## src/rtl/assoc_cache_lru.sv

```systemverilog
// Fully-associative write-through cache with true-LRU replacement and optional write-allocate.
// Read hits ack one cycle after the request. Misses and writes wait on mem_ack, and busy blocks req/flush until then.
module assoc_cache_lru #(
  parameter int ADDR_WIDTH  = 8,
  parameter int DATA_WIDTH  = 8,
  parameter int CELL_CNT    = 4,
  parameter bit WRITE_ALLOC = 1'b1
) (
  input  logic                  clk,
  input  logic                  rst,
  input  logic                  req,
  input  logic                  we,
  input  logic [ADDR_WIDTH-1:0] addr,
  input  logic [DATA_WIDTH-1:0] wdata,
  input  logic                  flush,
  output logic [DATA_WIDTH-1:0] rdata,
  output logic                  ack,
  output logic                  hit,
  output logic                  busy,
  output logic                  mem_req,
  output logic                  mem_we,
  output logic [ADDR_WIDTH-1:0] mem_addr,
  output logic [DATA_WIDTH-1:0] mem_wdata,
  input  logic [DATA_WIDTH-1:0] mem_rdata,
  input  logic                  mem_ack
);
  localparam int IW = $clog2(CELL_CNT);

  typedef enum logic [1:0] {IDLE, MEM_RD, MEM_WR} state_t;
  state_t state, state_nxt;

  logic [CELL_CNT-1:0]   valid;
  logic [ADDR_WIDTH-1:0] tag  [CELL_CNT];
  logic [DATA_WIDTH-1:0] data [CELL_CNT];
  logic [IW-1:0]         age  [CELL_CNT];

  logic          lk_hit, cap_hit, inv_found;
  logic [IW-1:0] lk_idx, cap_idx, inv_idx, old_idx, vic_idx;
  logic          fill_en, touch_en;
  logic [IW-1:0] fill_idx, touch_idx;
  logic [DATA_WIDTH-1:0] fill_data;

  assign busy = (state != IDLE);

  always_comb begin
    lk_hit    = 1'b0;
    lk_idx    = '0;
    inv_found = 1'b0;
    inv_idx   = '0;
    old_idx   = '0;
    for (int i = CELL_CNT - 1; i >= 0; i--) begin
      if (valid[i] && tag[i] == addr) begin
        lk_hit = 1'b1;
        lk_idx = IW'(i);
      end
      // Descending scan so the lowest-index invalid line wins
      if (!valid[i]) begin
        inv_found = 1'b1;
        inv_idx   = IW'(i);
      end
      if (age[i] == IW'(CELL_CNT - 1)) old_idx = IW'(i);
    end
    vic_idx = inv_found ? inv_idx : old_idx;
  end

  always_ff @(posedge clk) begin
    if (rst) state <= IDLE;
    else     state <= state_nxt;
  end

  always_comb begin
    state_nxt = state;
    fill_en   = 1'b0;
    fill_idx  = vic_idx;
    fill_data = mem_rdata;
    touch_en  = 1'b0;
    touch_idx = vic_idx;
    case (state)
      IDLE: begin
        if (!flush && req) begin
          if (we)          state_nxt = MEM_WR;
          else if (lk_hit) begin
            touch_en  = 1'b1;
            touch_idx = lk_idx;
          end
          else             state_nxt = MEM_RD;
        end
      end
      MEM_RD: begin
        if (mem_ack) begin
          state_nxt = IDLE;
          fill_en   = 1'b1;
          touch_en  = 1'b1;
        end
      end
      MEM_WR: begin
        if (mem_ack) begin
          state_nxt = IDLE;
          fill_data = mem_wdata;
          if (cap_hit) begin
            fill_en   = 1'b1;
            fill_idx  = cap_idx;
            touch_en  = 1'b1;
            touch_idx = cap_idx;
          end else if (WRITE_ALLOC) begin
            fill_en  = 1'b1;
            touch_en = 1'b1;
          end
        end
      end
      default: state_nxt = IDLE;
    endcase
  end

  always_ff @(posedge clk) begin
    if (rst || (state == IDLE && flush)) begin
      valid <= '0;
      for (int i = 0; i < CELL_CNT; i++) age[i] <= IW'(i);
    end else begin
      if (fill_en) begin
        valid[fill_idx] <= 1'b1;
        tag[fill_idx]   <= mem_addr;
        data[fill_idx]  <= fill_data;
      end
      if (touch_en) begin
        for (int i = 0; i < CELL_CNT; i++) begin
          if (IW'(i) == touch_idx)        age[i] <= '0;
          else if (age[i] < age[touch_idx]) age[i] <= age[i] + IW'(1);
        end
      end
    end
  end

  // mem_addr/mem_wdata double as the captured request for the whole transaction
  always_ff @(posedge clk) begin
    if (rst) begin
      ack       <= 1'b0;
      hit       <= 1'b0;
      rdata     <= '0;
      mem_req   <= 1'b0;
      mem_we    <= 1'b0;
      mem_addr  <= '0;
      mem_wdata <= '0;
      cap_hit   <= 1'b0;
      cap_idx   <= '0;
    end else begin
      ack <= 1'b0;
      hit <= 1'b0;
      case (state)
        IDLE: begin
          if (!flush && req) begin
            cap_hit <= lk_hit;
            cap_idx <= lk_idx;
            if (we) begin
              mem_req   <= 1'b1;
              mem_we    <= 1'b1;
              mem_addr  <= addr;
              mem_wdata <= wdata;
            end else if (lk_hit) begin
              ack   <= 1'b1;
              hit   <= 1'b1;
              rdata <= data[lk_idx];
            end else begin
              mem_req  <= 1'b1;
              mem_we   <= 1'b0;
              mem_addr <= addr;
            end
          end
        end
        MEM_RD: begin
          if (mem_ack) begin
            ack     <= 1'b1;
            rdata   <= mem_rdata;
            mem_req <= 1'b0;
          end
        end
        MEM_WR: begin
          if (mem_ack) begin
            ack     <= 1'b1;
            hit     <= cap_hit;
            mem_req <= 1'b0;
            mem_we  <= 1'b0;
          end
        end
        default: ;
      endcase
    end
  end
endmodule

```

## config.mk

```make
export PLATFORM = sky130hd
export DESIGN_NAME = assoc_cache_lru
export DESIGN_NICKNAME = d
export VERILOG_FILES = /design/src/rtl/assoc_cache_lru.sv
export SDC_FILE = /design/constraint.sdc
export NUM_CORES = 1
export LEC_CHECK = 0
export ABC_AREA = 0
export CAP_MARGIN = 20
export CELL_PAD_IN_SITES_DETAIL_PLACEMENT = 1
export CELL_PAD_IN_SITES_GLOBAL_PLACEMENT = 1
export CORE_ASPECT_RATIO = 0.7
export CORE_UTILIZATION = 41
export CTS_CLUSTER_SIZE = 25
export DETAILED_ROUTE_END_ITERATION = 6
export GPL_ROUTABILITY_DRIVEN = 0
export GPL_TIMING_DRIVEN = 0
export PLACE_DENSITY = 0.86
export SYNTH_ARGS = -nofsm -noshare
export SYNTH_HDL_FRONTEND = slang
export SYNTH_SLANG_ARGS = --single-unit
```

## constraint.sdc

```tcl
create_clock -name clk -period 3.65 [get_ports clk]
set_input_delay 0.73 -clock clk [delete_from_list [all_inputs] [get_ports clk]]
set_output_delay 0.73 -clock clk [all_outputs]
set_load 0.05 [all_outputs]
```

==> results.sh, run 1 <==
export IMPL_yosysMostFrequentCell="edfxtp_1"
export IMPL_place_area_sq_um=6020
export IMPL_synthFlopType="edfxtp_1"
export IMPL_drt_wl_total_um=14400
export IMPL_p_comb_share_pct=20.2
export IMPL_arrival_ns=3.58
export IMPL_synth_common_cells="72 x edfxtp_1, 56 x nor2_1, 37 x dfxtp_1, 36 x nand2_1, 27 x a21oi_1"
export IMPL_htree_levels=3
export IMPL_synth_simple_area_share_pct=12.2
export IMPL_synth_top_area_share_pct=40.9
export IMPL_avgViaCountPerCell=5.60
export IMPL_tightestPinTransition_ns=1.15
export IMPL_hold_viol=0
export IMPL_cts_tree="done"
export IMPL_synth_edf_count=72
export IMPL_fillers=1301
export IMPL_rr_startpoint="age[3][1]"
export IMPL_final_antenna_net_count=0
export IMPL_antenna_found_initial=0
export IMPL_finalCriticalPeriod_ns=3.53
export IMPL_clkLatencyLatePin_ns=0.36
export IMPL_endpoint_kind="flop"
export IMPL_clock_sink_count=109
export IMPL_switching_share_pct=28.8
export IMPL_io_buffers=48
export IMPL_syn_num_nets=484
export IMPL_reg2regPathDepth=11
export IMPL_grt_util_all_layers_pct=22.7
export IMPL_ys_ff_latch=109
export IMPL_critPathTopFamily="compound AO/OA/AOI/OAI gates"
export IMPL_worst_path_max_fanout=8
export IMPL_worst_clock_skew_ns=0.00960
export IMPL_yosysTopAreaCell="edfxtp_1"
export IMPL_crit_slowest_cell="nor4_2"
export IMPL_syn_cell_area_sq_um=5280
export IMPL_seq_area_frac_synth_pct=55.0
export IMPL_fin_area_sq_um=6450
export IMPL_yosys_warnings=0
export IMPL_drive_gt1_share_pct=17.7
export IMPL_peakVddDrop_mv=0.258
export IMPL_final_nets=554
export IMPL_rows=34
export IMPL_grt_pass1_wl_um=22600
export IMPL_dp_cells=659
export IMPL_rrSetupSlack_ns=0.15
export IMPL_remaining_drc_errors=0
export IMPL_p_leak_uw=0.00227
export IMPL_die_x_um=138
export IMPL_numCtsBuffers=9
export IMPL_synth_area_leaders="edfxtp_1 41%, dfxtp_1 14%, nor2_1 4.0%"
export IMPL_synth_top_family_by_area="compound AO/OA/AOI/OAI gates"
export IMPL_worst_setup_path_type="input port to flop"
export IMPL_critPathBufInv=1
export IMPL_postCtsHoldBufs=0
export IMPL_synth_compound_area_share_pct=13.5
export IMPL_p_seq_share_pct=45.6
export IMPL_clk_pin_slew_worst_paths_ns=0.07
export IMPL_drtIter0Drc=224
export IMPL_num_vias=3822
export IMPL_syn_avg_cell_area_sq_um=11.8
export IMPL_min_delay_path_depth=2
export IMPL_coreArea_sq_um=12500
export IMPL_fin_crit_sh_pct=96.8
export IMPL_finalMaxSlewViolations=0
export IMPL_powerDensity_nw_per_um2=481
export IMPL_cp_required_ns=3.70
export IMPL_ys_types=71
export IMPL_synth_xor_area_share_pct=5.59
export IMPL_clkPwrFrac_pct=34.1
export IMPL_routed_wire_length_per_instance_um=21.0
export IMPL_intPower_uw=2210
export IMPL_worst_slack_ns=0.118
export IMPL_initial_core_util_pct=42.2
export IMPL_path_cells="buf_6 -> xor2_1 -> nor4_2 -> nand3_1 -> o32a_1 -> o21ai_0 -> a311o_4 -> a2bb2oi_1 -> o221ai_4 -> o31a_1 -> o31ai_4"
export IMPL_dieArea_sq_um=13300
export IMPL_synth_mux_area_share_pct=7.44
export IMPL_synthCells=446
export IMPL_status="completed"
export IMPL_dp_worst_setup_slack_ns=-0.520
export IMPL_start_kind="input port"
export IMPL_insertedDiodeCount=0
export IMPL_rsz0062_at_grt="no"
export IMPL_crit_path_start="addr[2]"
export IMPL_synth_adder_area_share_pct=2.27
export IMPL_dpl_hpwl_um=10100
export IMPL_grt_ovfl_total=0
export IMPL_min_path_type="flop to flop"
export IMPL_hold_start="cap_idx[0]"
export IMPL_fin_cells=683
export IMPL_drtPass1Iterations=4
export IMPL_grt_start_max_net_pins=18
export IMPL_cts_buffer_depth=2
export IMPL_slew_headroom_pct=22.9
export IMPL_clock_fmax_mhz=283
export IMPL_io_pins=59
export IMPL_grt_pass1_vias=4206
export IMPL_finalSetupViolations=0
export IMPL_slowest_delay_ns=0.46
export IMPL_cap_violations=0
export IMPL_synthArstFlopShare_pct=0
export IMPL_die_y_um=97.0
export IMPL_cp_num_cells=11
export IMPL_setup_tns_ns=0
export IMPL_area_growth_pct=22.2
export IMPL_cts_root_buf="clkbuf_16"
export IMPL_p_switching_uw=895
registers in the layout, indices dropped and copies added, names as in the netlist:
signal / flops
mem_req: 1
valid: 4
tag: 32
rdata: 8
cap_idx: 2
hit: 1
ack: 1
cap_hit: 1
age: 8
mem_wdata: 8
state: 2
data: 32
mem_addr: 8
mem_we: 1
power by group through the flow:
| stage | Sequential (uW) | Combinational (uW) | Clock, uW |
|---|---|---|---|
| 6_report | 1420 | 628 | 1060 |
| 4_1_cts | 1420 | 616 | 1080 |
| 3_3_place_gp | 1440 | 580 | 0 |
| 5_1_grt | 1420 | 674 | 1120 |
| 2_1_floorplan | 1550 | 298 | 0 |
| 3_5_place_dp | 1440 | 606 | 0 |
per-layer routing:
layer | vias up | share of wire, % | global-route usage, %
li1 | 1778 | - | -
met1 | 1943 | 44 | 29.1
met2 | 89 | 50 | 38.4
met3 | 12 | 4.4 | 4.72
met4 | 0 | 1.1 | 6.09
met5 | - | 0 | 0
timing repair:
action	in CTS	in global routing
buffers inserted	1	7
gates resized for setup	5	5
endpoints found under the setup margin	14	6
pin swaps	0	2
hold endpoints to repair	0	0
final timing paths:
kind                              endpoint
worst min-delay path            cap_idx[0]
worst max register to register   age[1][0]
worst max-delay path             age[1][0]
worst min register to register  cap_idx[0]
kinds of logic (layout without fill, tap and decap cells):
logic type	after synthesis	after routing
mux	37	37
xor+xnor	32	32
compound gates	95	95
flops	109	109
simple gates	134	134
fa+ha+maj	10	10
buf+inv	29	104
metrics by stage:
step / utilization, % / total power [uW] / hold slack [ns]
after floorplan: - / 1840 / 0.432
after global placement: 47.7 / 2020 / 0.447
after detailed placement: 48.1 / 2050 / 0.451
after CTS: 50.9 / 3110 / 0.460
after global routing: 51.6 / 3210 / 0.477
final: 51.6 / 3100 / 0.458
worst register-to-register path: cells and delay by family, from the launching register on:
kind	cells	cell delay (ns)
mux	1	0.42
buf+inv	1	0.16
compound gates	7	1.74
fa+ha+maj	1	0.24
simple gates	1	0.15
flops	1	0.46
cell usage in the layout (no fill, tap or decap), drive strengths merged, types with 4 or more instances in the layout:
| cell | count |
|---|---|
| clkdlybuf4s50 | 47 |
| inv | 6 |
| dfxtp | 37 |
| edfxtp | 72 |
| a21o | 7 |
| mux2 | 18 |
| nor4 | 6 |
| nor3 | 5 |
| ha | 8 |
| nor2 | 57 |
| nand2 | 36 |
| clkbuf | 22 |
| and3 | 5 |
| buf | 23 |
| nand4 | 5 |
| o31a | 4 |
| a21oi | 27 |
| mux2i | 19 |
| xnor2 | 25 |
| nand3 | 7 |
| a211oi | 21 |
| o21ai | 9 |
| xor2 | 7 |
final cells by class:
type	count	area, sq um	share of cell area (%)
inverters	6	23.8	0.368
flip-flops and latches	109	2900	45.0
plain buffers	23	189	2.93
multi-input cells	308	2230	34.6
repair buffers	59	588	9.11
well taps	162	203	3.14
clock inverters	5	83.8	1.30
clock buffers	11	233	3.61
Note: power is estimated with default switching activity, not from simulation.
==> run 2: changes to the inputs <==
--- a/config.mk
+++ b/config.mk
@@ -16,6 +16,8 @@
 export GPL_ROUTABILITY_DRIVEN = 0
 export GPL_TIMING_DRIVEN = 0
 export PLACE_DENSITY = 0.86
+export SKIP_CTS_REPAIR_TIMING = 1
+export SLEW_MARGIN = 10
 export SYNTH_ARGS = -nofsm -noshare
 export SYNTH_HDL_FRONTEND = slang
 export SYNTH_SLANG_ARGS = --single-unit
==> run 2 against run 1 <==
Net effect: clock power decreased by 7%; total power shrank 2.7%; sequential cell count unchanged.
==> results.sh, run 2 (synthesis results as in run 1) <==
export IMPL_cp_required_ns=3.70
export IMPL_coreArea_sq_um=12500
export IMPL_die_y_um=97.0
export IMPL_initial_core_util_pct=42.2
export IMPL_antenna_found_initial=0
export IMPL_avgViaCountPerCell=5.59
export IMPL_final_common_cell="edfxtp_1"
export IMPL_wl_met3_um=598
export IMPL_grt_util_all_layers_pct=22.3
export IMPL_slew_headroom_pct=28.1
export IMPL_clk_pin_slew_worst_paths_ns=0.07
export IMPL_grt_start_max_net_pins=19
export IMPL_tightestPinTransition_ns=1.07
export IMPL_routed_wire_length_per_instance_um=20.6
export IMPL_drive_gt1_share_pct=17.7
export IMPL_endpoint_kind="flop"
export IMPL_cap_violations=0
export IMPL_min_path_type="flop to flop"
export IMPL_rsz0062_at_grt="no"
export IMPL_finalCriticalPeriod_ns=3.52
export IMPL_arrival_ns=3.57
export IMPL_worst_path_max_fanout=10
export IMPL_cts_root_buf="clkbuf_16"
export IMPL_highest_signal_layer="met4"
export IMPL_io_buffers=48
export IMPL_powerDensity_nw_per_um2=471
export IMPL_rows=34
export IMPL_dieArea_sq_um=13300
export IMPL_insertedDiodeCount=0
export IMPL_p_leak_uw=0.00226
export IMPL_grt_ovfl_total=0
export IMPL_num_vias=3812
export IMPL_drt_wl_total_um=14000
export IMPL_hold_viol=0
export IMPL_dp_worst_setup_slack_ns=-0.498
export IMPL_worst_clock_skew_ns=0.00813
export IMPL_final_antenna_net_count=0
export IMPL_fin_crit_sh_pct=96.5
export IMPL_wl_met1_um=6200
export IMPL_layout_cells_most_common_list="72 x edfxtp_1, 52 x nor2_1, 48 x clkdlybuf4s50_1"
export IMPL_status="completed"
export IMPL_clock_sink_count=109
export IMPL_cts_tree="done"
export IMPL_numCtsBuffers=9
export IMPL_clkLatencyLatePin_ns=0.36
export IMPL_wl_met2_um=7020
export IMPL_io_pins=59
export IMPL_worst_slack_ns=0.128
export IMPL_grt_pass1_vias=4203
export IMPL_cts_buffer_depth=2
export IMPL_rr_startpoint="age[3][1]"
export IMPL_start_kind="input port"
export IMPL_drtIter0Drc=215
export IMPL_clock_fmax_mhz=284
export IMPL_hold_start="cap_idx[0]"
export IMPL_finalMaxSlewViolations=0
export IMPL_die_x_um=138
export IMPL_finalSetupViolations=0
export IMPL_drtPass1Iterations=4
export IMPL_grt_pass1_wl_um=21900
export IMPL_dpl_hpwl_um=10200
export IMPL_area_growth_pct=21.4
export IMPL_peakVddDrop_mv=0.283
export IMPL_final_nets=553
export IMPL_worst_setup_path_type="input port to flop"
export IMPL_top_regs="data: 32 flops, tag: 32 flops"
export IMPL_remaining_drc_errors=0
export IMPL_htree_levels=3
export IMPL_fin_hold_ws_ns=0.454
export IMPL_crit_path_start="mem_ack"
run 2: cell types whose count changed in the layout (fill, tap and decap cells not counted), moves of 2 or more:
cell        delta
buf_4          -2
bufinv_16      -2
clkinvlp_4     -2
inv_4          +2
run 2: final cells by class:
type / count / area, sq um
plain buffers: 23 / 189
clock buffers: 12 / 268
clock inverters: 4 / 26.3
fillers: 1318 / 6090
inverters: 6 / 23.8
multi-input cells: 308 / 2220
flip-flops and latches: 109 / 2900
well taps: 162 / 203
repair buffers: 58 / 586
run 2: power breakdown:
group	internal (uW)	switching, uW
logic	229	393
registers	1370	43.0
clock network	526	455
total	2130	891
run 2: through the flow:
step | power [uW] | area, sq um | util (%) | TNS, ns | std cells
floorplan | 1840 | 5280 | - | 0 | 446
global placement | 2020 | 5970 | 47.7 | -9.11 | 656
detailed placement | 2050 | 6040 | 48.3 | -3.93 | 660
CTS | 3030 | 6330 | 50.6 | -0.981 | 676
global route | 3140 | 6410 | 51.3 | 0 | 682
finish | 3020 | 6410 | 51.3 | 0 | 682
run 2: layer usage:
metal  up-vias  track usage [%]
met5         -                0
met4         0             7.61
met3        21             5.14
met2        89             37.1
met1      1924             28.0
li1       1778                -
run 2: critical path, cell delays in order:
cell and delay [ns]:
clkdlybuf4s50_1 0.51, and3_2 0.28, and2_2 0.27, a21oi_2 0.19, a21boi_2 0.23, a2bb2oi_2 0.20, mux2_2 0.42, buf_6 0.16
o31a_1 0.32, o31ai_4 0.25
run 2: final timing paths:
check	endpoint	depth (start not counted)	slack (ns)
worst min-delay path	cap_idx[0]	2	0.45
worst max-delay path	age[1][0]	10	0.13
worst min register to register	cap_idx[0]	2	0.45
worst max register to register	age[1][0]	11	0.22
